===== src/rtl/dvp_pattern_tx.sv =====
// OV7670-style DVP transmitter: counter-based frame timing with a four-way RGB565 test-pattern engine.
// Optional per-frame byte checksum output frame_sum is enabled by defining DVP_FRAME_CHECKSUM_EN.
module dvp_pattern_tx #(
   parameter int unsigned H_ACTIVE = 640,
   parameter int unsigned H_TOTAL  = 1568,
   parameter int unsigned V_SYNC   = 3,
   parameter int unsigned V_BP     = 17,
   parameter int unsigned V_ACTIVE = 480,
   parameter int unsigned V_TOTAL  = 510
) (
   input  logic        PCLK,
   input  logic        rst_n,
   input  logic        en,
   input  logic [1:0]  pattern_sel,
   input  logic [15:0] solid_rgb,
   output logic        VSYNC,
   output logic        HREF,
   output logic [7:0]  DVP_data,
   output logic        frame_done,
   output logic [15:0] frame_cnt
`ifdef DVP_FRAME_CHECKSUM_EN
   ,
   output logic [15:0] frame_sum
`endif
);

   localparam int unsigned HW      = (H_TOTAL > 1) ? $clog2(H_TOTAL) : 1;
   localparam int unsigned VW      = (V_TOTAL > 1) ? $clog2(V_TOTAL) : 1;
   localparam int unsigned BAR_W   = H_ACTIVE / 8;
   localparam int unsigned BW      = (BAR_W > 1) ? $clog2(BAR_W) : 1;
   localparam int unsigned V_ACT_S = V_SYNC + V_BP;
   localparam int unsigned V_ACT_E = V_SYNC + V_BP + V_ACTIVE;

   typedef enum logic [2:0] {
      IDLE   = 3'd0,
      SYNC   = 3'd1,
      BP     = 3'd2,
      ACTIVE = 3'd3,
      FP     = 3'd4
   } state_t;

   state_t          r_state;
   logic [HW-1:0]   r_h;
   logic [VW-1:0]   r_v;
   logic [1:0]      r_sel;
   logic [15:0]     r_solid;
   logic [7:0]      r_cnt8;
   logic [5:0]      r_x;
   logic [4:0]      r_y;
   logic [BW-1:0]   r_bar_px;
   logic [2:0]      r_bar_idx;

   logic            w_start;
   logic            w_run;
   logic [HW-1:0]   w_h_nxt;
   logic [VW-1:0]   w_v_nxt;
   state_t          w_state_nxt;
   logic            w_href;
   logic            w_vsync;
   logic            w_done;
   logic [1:0]      w_sel;
   logic [15:0]     w_solid;
   logic [7:0]      w_cnt_cur;
   logic [5:0]      w_x_cur;
   logic [4:0]      w_y_cur;
   logic [BW-1:0]   w_bar_px_cur;
   logic [2:0]      w_bar_idx_cur;
   logic [15:0]     w_pix;
   logic [7:0]      w_byte;
   logic            w_px_adv;
   logic            w_line_end;

   // Next (h,v) position; frame_done marks the current cycle as the last of the frame.
   always_comb begin
      w_start = 1'b0;
      w_run   = 1'b0;
      w_h_nxt = '0;
      w_v_nxt = '0;
      if (r_state == IDLE || frame_done) begin
         w_start = en;
         w_run   = en;
      end else begin
         w_run = 1'b1;
         if (r_h == HW'(H_TOTAL - 1)) begin
            w_h_nxt = '0;
            w_v_nxt = r_v + 1'b1;
         end else begin
            w_h_nxt = r_h + 1'b1;
            w_v_nxt = r_v;
         end
      end
   end

   // Region decode and timing outputs for the position being loaded.
   always_comb begin
      w_state_nxt = IDLE;
      if (w_run) begin
         if (w_v_nxt < VW'(V_SYNC))
            w_state_nxt = SYNC;
         else if (w_v_nxt < VW'(V_ACT_S))
            w_state_nxt = BP;
         else if (w_v_nxt < VW'(V_ACT_E))
            w_state_nxt = ACTIVE;
         else
            w_state_nxt = FP;
      end
      w_vsync    = (w_state_nxt == SYNC);
      w_href     = (w_state_nxt == ACTIVE) && (w_h_nxt < HW'(2 * H_ACTIVE));
      w_done     = w_run && (w_v_nxt == VW'(V_TOTAL - 1)) && (w_h_nxt == HW'(H_TOTAL - 1));
      w_px_adv   = w_href && w_h_nxt[0];
      w_line_end = w_href && (w_h_nxt == HW'(2 * H_ACTIVE - 1));
   end

   // Pattern engine; trackers are treated as cleared on the frame-start edge.
   always_comb begin
      w_sel         = w_start ? pattern_sel : r_sel;
      w_solid       = w_start ? solid_rgb   : r_solid;
      w_cnt_cur     = w_start ? 8'h00       : r_cnt8;
      w_x_cur       = w_start ? 6'd0        : r_x;
      w_y_cur       = w_start ? 5'd0        : r_y;
      w_bar_px_cur  = w_start ? '0          : r_bar_px;
      w_bar_idx_cur = w_start ? 3'd0        : r_bar_idx;
      w_pix         = 16'h0000;
      case (w_sel)
         2'd1: begin
            case (w_bar_idx_cur)
               3'd0:    w_pix = 16'hFFFF;
               3'd1:    w_pix = 16'hFFE0;
               3'd2:    w_pix = 16'h07FF;
               3'd3:    w_pix = 16'h07E0;
               3'd4:    w_pix = 16'hF81F;
               3'd5:    w_pix = 16'hF800;
               3'd6:    w_pix = 16'h001F;
               default: w_pix = 16'h0000;
            endcase
         end
         2'd2:    w_pix = w_solid;
         2'd3:    w_pix = {w_y_cur, w_x_cur, w_x_cur[4:0]};
         default: w_pix = 16'h0000;
      endcase
      if (w_sel == 2'd0)
         w_byte = w_cnt_cur;
      else
         w_byte = w_h_nxt[0] ? w_pix[7:0] : w_pix[15:8];
   end

   always_ff @(negedge PCLK or negedge rst_n) begin
      if (!rst_n) begin
         r_state    <= IDLE;
         r_h        <= '0;
         r_v        <= '0;
         r_sel      <= 2'd0;
         r_solid    <= 16'h0000;
         r_cnt8     <= 8'h00;
         r_x        <= 6'd0;
         r_y        <= 5'd0;
         r_bar_px   <= '0;
         r_bar_idx  <= 3'd0;
         VSYNC      <= 1'b0;
         HREF       <= 1'b0;
         DVP_data   <= 8'h00;
         frame_done <= 1'b0;
         frame_cnt  <= 16'h0000;
      end else begin
         r_state    <= w_state_nxt;
         r_h        <= w_h_nxt;
         r_v        <= w_v_nxt;
         VSYNC      <= w_vsync;
         HREF       <= w_href;
         DVP_data   <= w_href ? w_byte : 8'h00;
         frame_done <= w_done;
         if (frame_done)
            frame_cnt <= frame_cnt + 16'd1;
         if (w_start) begin
            r_sel   <= pattern_sel;
            r_solid <= solid_rgb;
         end
         r_cnt8 <= w_href ? (w_cnt_cur + 8'd1) : w_cnt_cur;
         // Pixel trackers advance after the low byte; they rewind at the last byte of a line.
         if (w_line_end) begin
            r_x       <= 6'd0;
            r_bar_px  <= '0;
            r_bar_idx <= 3'd0;
            r_y       <= w_y_cur + 5'd1;
         end else if (w_px_adv) begin
            r_x <= w_x_cur + 6'd1;
            r_y <= w_y_cur;
            if (w_bar_px_cur == BW'(BAR_W - 1)) begin
               r_bar_px  <= '0;
               r_bar_idx <= w_bar_idx_cur + 3'd1;
            end else begin
               r_bar_px  <= w_bar_px_cur + 1'b1;
               r_bar_idx <= w_bar_idx_cur;
            end
         end else begin
            r_x       <= w_x_cur;
            r_y       <= w_y_cur;
            r_bar_px  <= w_bar_px_cur;
            r_bar_idx <= w_bar_idx_cur;
         end
      end
   end

`ifdef DVP_FRAME_CHECKSUM_EN
   logic [15:0] r_acc;

   // Running sum of transmitted bytes, published when frame_cnt advances.
   always_ff @(negedge PCLK or negedge rst_n) begin
      if (!rst_n) begin
         r_acc     <= 16'h0000;
         frame_sum <= 16'h0000;
      end else begin
         r_acc <= (w_start ? 16'h0000 : r_acc) + (w_href ? {8'h00, w_byte} : 16'h0000);
         if (frame_done)
            frame_sum <= r_acc;
      end
   end
`endif

endmodule


===== config.mk =====
export PLATFORM = sky130hd
export DESIGN_NAME = dvp_pattern_tx
export DESIGN_NICKNAME = d
export VERILOG_FILES = /design/src/rtl/dvp_pattern_tx.sv
export SDC_FILE = /design/constraint.sdc
export NUM_CORES = 1
export LEC_CHECK = 0
export ABC_AREA = 1
export CAP_MARGIN = 10
export CORE_UTILIZATION = 45
export DETAILED_ROUTE_END_ITERATION = 10
export MAX_ROUTING_LAYER = met4
export PLACE_DENSITY = 0.64
export SLEW_MARGIN = 20
export SYNTH_ARGS = -nofsm -noshare
export SYNTH_HDL_FRONTEND = slang
export SYNTH_SLANG_ARGS = --single-unit

===== constraint.sdc =====
create_clock -name PCLK -period 2.4 [get_ports PCLK]
set_input_delay 0.36 -clock PCLK [delete_from_list [all_inputs] [get_ports PCLK]]
set_output_delay 0.36 -clock PCLK [all_outputs]
set_load 0.02 [all_outputs]

==> report_table.html <==
<table>
<tr><th>Metric</th><th>Value</th></tr>
<tr><th colspan="2">Status</th></tr>
<tr><td>Run status</td><td>complete, but fails checks</td></tr>
<tr><td>Failing checks</td><td>negative setup slack</td></tr>
<tr><th colspan="2">Final layout</th></tr>
<tr><td>Share of the core filled with cells</td><td>70.92%</td></tr>
<tr><td>Proportion of layout cells with a drive suffix above 1</td><td>39.74%</td></tr>
<tr><td>Total inserted antenna cells</td><td>0</td></tr>
<tr><td>Total Nets Final</td><td>955</td></tr>
<tr><td>Commonest cells after routing, fill and taps aside</td><td>sky130_fd_sc_hd__nand2_1, sky130_fd_sc_hd__buf_4, sky130_fd_sc_hd__dfrtn_1</td></tr>
<tr><td>Layout area overhead</td><td>52.86%</td></tr>
<tr><td>Multi-input combinational cell area</td><td>3271 um^2</td></tr>
<tr><td>Most frequent standard cell in the layout excluding fill and tap cells</td><td>sky130_fd_sc_hd__nand2_1</td></tr>
<tr><td>Seq. cell area</td><td>2427 um^2</td></tr>
<tr><td>Post-route insts no fill</td><td>1099</td></tr>
<tr><td>Fill cells</td><td>927</td></tr>
<tr><th colspan="2">Timing</th></tr>
<tr><td>Actual transition at the worst max-transition pin</td><td>369.7 ps</td></tr>
<tr><td>Hold Worst Slack</td><td>447.4 ps</td></tr>
<tr><td>Number of max-slew violations in the final report</td><td>0</td></tr>
<tr><td>Final clock skew</td><td>12.76 ps</td></tr>
<tr><td>Final setup violation count</td><td>61</td></tr>
<tr><td>Final hold violation count</td><td>0</td></tr>
<tr><td>Setup slack of the critical path after layout</td><td>-384.7 ps</td></tr>
<tr><td>Worst slew margin</td><td>75.16%</td></tr>
<tr><td>RSZ-0062 raised after global routing</td><td>true</td></tr>
<tr><td>Setup TNS</td><td>-10530 ps</td></tr>
<tr><th colspan="2">Yosys</th></tr>
<tr><td>Synth Warn #</td><td>0</td></tr>
<tr><td>Cell Area, Synth</td><td>5619 um^2</td></tr>
<tr><td>Average cell area after synthesis</td><td>7.719 um^2</td></tr>
<tr><td>Synthesized netlist cell count</td><td>728</td></tr>
<tr><td>Distinct cell type count of the synthesized netlist</td><td>39</td></tr>
<tr><td>Part of the Yosys area used for sequential elements</td><td>43.20%</td></tr>
<tr><td>Syn Nets</td><td>757</td></tr>
<tr><td>Total of flip-flops plus latches after synthesis</td><td>97</td></tr>
<tr><th colspan="2">Drt</th></tr>
<tr><td>Vias post-DR</td><td>5634</td></tr>
<tr><td>Via-to-Cell Ratio</td><td>5.126</td></tr>
<tr><td>Number of detailed-route iterations in the first pass</td><td>5</td></tr>
<tr><td>Total wirelength of the detailed-routed design</td><td>16090 um</td></tr>
<tr><td>Routed wire length per instance</td><td>14.64 um</td></tr>
<tr><td>Post-route DRC</td><td>0</td></tr>
<tr><td>First DRT Iteration DRCs</td><td>358</td></tr>
<tr><td>Post-route antenna net violation count</td><td>0</td></tr>
<tr><th colspan="2">Die</th></tr>
<tr><td>Top-level I/O count</td><td>48</td></tr>
<tr><td>Core area</td><td>12110 um^2</td></tr>
<tr><td>Height of the die</td><td>113.7 um</td></tr>
<tr><td>Die boundary width</td><td>113.7 um</td></tr>
<tr><td>Initial cell density of the core</td><td>46.39%</td></tr>
<tr><td>Placement row count</td><td>40</td></tr>
<tr><td>Overall die area</td><td>12940 um^2</td></tr>
<tr><th colspan="2">CTS</th></tr>
<tr><td>Clock transition at the registers of the reported paths</td><td>50 ps</td></tr>
<tr><td>Clock latency on the worst-skew pair</td><td>360 ps</td></tr>
<tr><td>Clock tree root driver cell</td><td>sky130_fd_sc_hd__clkbuf_16</td></tr>
<tr><td>Clock tree from TritonCTS</td><td>built</td></tr>
<tr><td>Hold Buf Count CTS</td><td>0</td></tr>
<tr><td>Sinks on Clock Net</td><td>97</td></tr>
<tr><td>Number of clock buffers inserted by TritonCTS</td><td>9</td></tr>
<tr><td>Htree depth</td><td>3</td></tr>
<tr><td>Clk buf depth</td><td>2</td></tr>
<tr><th colspan="2">Setup path</th></tr>
<tr><td>Standard cell with the maximum stage delay on the critical path</td><td>sky130_fd_sc_hd__ha_4</td></tr>
<tr><td>Cell breakdown of the critical path</td><td>buf_12, inv_12, nor2_4, buf_12, buf_8, nor2_4, ha_4, nand3_4, buf_4, inv_1, nand4_1, nand3_1, nand3_2, nand2_2, nor2_4</td></tr>
<tr><td>Largest fanout of any net on the critical path</td><td>4</td></tr>
<tr><td>Crit path DAT</td><td>1790 ps</td></tr>
<tr><td>Cell mode on critical path</td><td>sky130_fd_sc_hd__nor2_4</td></tr>
<tr><td>Worst endpoint required time</td><td>1400 ps</td></tr>
<tr><td>Delay of the slowest cell on the worst path</td><td>160 ps</td></tr>
<tr><td>Critical path class</td><td>in -&gt; reg</td></tr>
<tr><td>Kind of start point of the critical path</td><td>primary input</td></tr>
<tr><td>Critical path endpoint category</td><td>flop</td></tr>
<tr><th colspan="2">Place</th></tr>
<tr><td>Detailed placement HPWL</td><td>10040 um</td></tr>
<tr><td># placed instances</td><td>1022</td></tr>
<tr><td>Number of buffer cells added on primary ports</td><td>47</td></tr>
<tr><td>Post-placement setup slack</td><td>-1223 ps</td></tr>
<tr><td>Global placement routability congestion</td><td>0.9286</td></tr>
<tr><th colspan="2">Job</th></tr>
<tr><td>Max Cap Violations</td><td>0</td></tr>
<tr><th colspan="2">Global routing</th></tr>
<tr><td>Number of antenna violations at the first check in global routing</td><td>0</td></tr>
<tr><td>Via count of the first global-routing pass</td><td>5337</td></tr>
<tr><td>Maximum number of pins on one net before global-route repair</td><td>37</td></tr>
<tr><td>Global-route wire length before repair</td><td>24880 um</td></tr>
<tr><td>Total congestion overflow</td><td>0</td></tr>
<tr><td>Gr usage total</td><td>25.21%</td></tr>
<tr><th colspan="2">Worst hold path</th></tr>
<tr><td>Worst Hold Class</td><td>reg -&gt; reg</td></tr>
<tr><th colspan="2">Pwr</th></tr>
<tr><td>Power density cells</td><td>511.1 nW/um^2</td></tr>
<tr><td>Maximum vdd drop</td><td>0.3446 mV</td></tr>
<tr><td>Leakage power of the design</td><td>4.379 nW</td></tr>
</table>
## layout make-up
cell class,count,share of cell area [%]
inverters,110,5.331
clock buffers,10,2.782
repair buffers,204,22.46
multi-input cells,502,38.08
clock inverters,6,0.4661
well taps,168,2.447
repair inverters,2,0.1748
flip-flops and latches,97,28.26
## cells in the mapped netlist (all sizes together)
cell,number,area [um^2]
a21oi,15,78.83
and2,1,6.260
and3,1,6.260
buf,18,138.9
clkbuf,2,7.510
dfrtn,97,2427
ha,8,100.1
inv,110,417.9
nand2,199,795.8
nand3,102,568.1
nand3b,3,22.52
nand4,11,83.83
nor2,77,387.9
nor2b,1,6.260
nor3,14,85.08
nor4,2,12.51
o211ai,1,7.510
o21ai,30,153.9
or3,1,6.260
xnor2,7,61.31
xor2,28,245.2
## cell families (layout without fill, tap and decap cells)
family                   Yosys count  after routing  synth area share, %
AND/OR/NAND/NOR                  412            413                35.25
flip-flops                        97             97                43.20
adder cells (fa/ha/maj)            8              8                1.781
buffers and inverters            130            332                10.04
XOR/XNOR                          35             35                5.455
AO/OA/AOI/OAI                     46             46                4.275
## per-layer routing
metal	share of wire (%)	GRT usage, %	vias to the layer above
met4	2.8	11.14	0
met3	3.4	3.507	36
li1	-	-	2696
met2	51	42.40	162
met5	0	-	-
met1	42	30.24	2740
## critical path: cells and delay by family
| family | cells | cell delay [ps] |
|---|---|---|
| and+or+nand+nor | 8 | 640 |
| buffers and inverters | 6 | 630 |
| adders and majority gates | 1 | 160 |
## timing repair
action | CTS | global route
endpoints found under the setup margin | 82 | 78
setup buffers | 27 | 33
cloned | 3 | 2
pin swaps | 45 | 39
resized for setup | 257 | 79
## registers in the layout, indices dropped and copies added (netlist names), 2 cells and up
| register | cells |
|---|---|
| r_bar_px | 7 |
| r_bar_idx | 3 |
| r_solid | 16 |
| r_sel | 2 |
| r_x | 6 |
| DVP_data | 8 |
| r_v | 9 |
| r_y | 5 |
| frame_cnt | 16 |
| r_state | 3 |
| r_cnt8 | 8 |
| r_h | 11 |
## final timing paths
check                            start     endpoint  slack, ps  cells past startpoint
max in group asynchronous        rst_n  r_bar_px[6]        910                      2
hold / removal             r_solid[14]  r_solid[14]        450                      2
hold reg to reg            r_solid[14]  r_solid[14]        450                      2
min in group asynchronous        rst_n       r_v[4]        970                      1
setup reg to reg                r_h[0]  r_bar_px[1]        -80                     13
setup / recovery                    en  r_bar_px[6]       -380                     15
## report_power, final
group	internal (mW)	switching (mW)
sequential	1.78	0.0968
combinational	0.468	0.652
clock	0.734	0.659
## metrics by stage
stage               area (um^2)  total power, mW
global placement           7106            2.768
floorplan                  5787            2.433
CTS                        8014            4.280
finish                     8589            4.391
detailed placement         7106            2.789
global route               8589            4.592
Note: power is estimated with default switching activity, not from simulation.
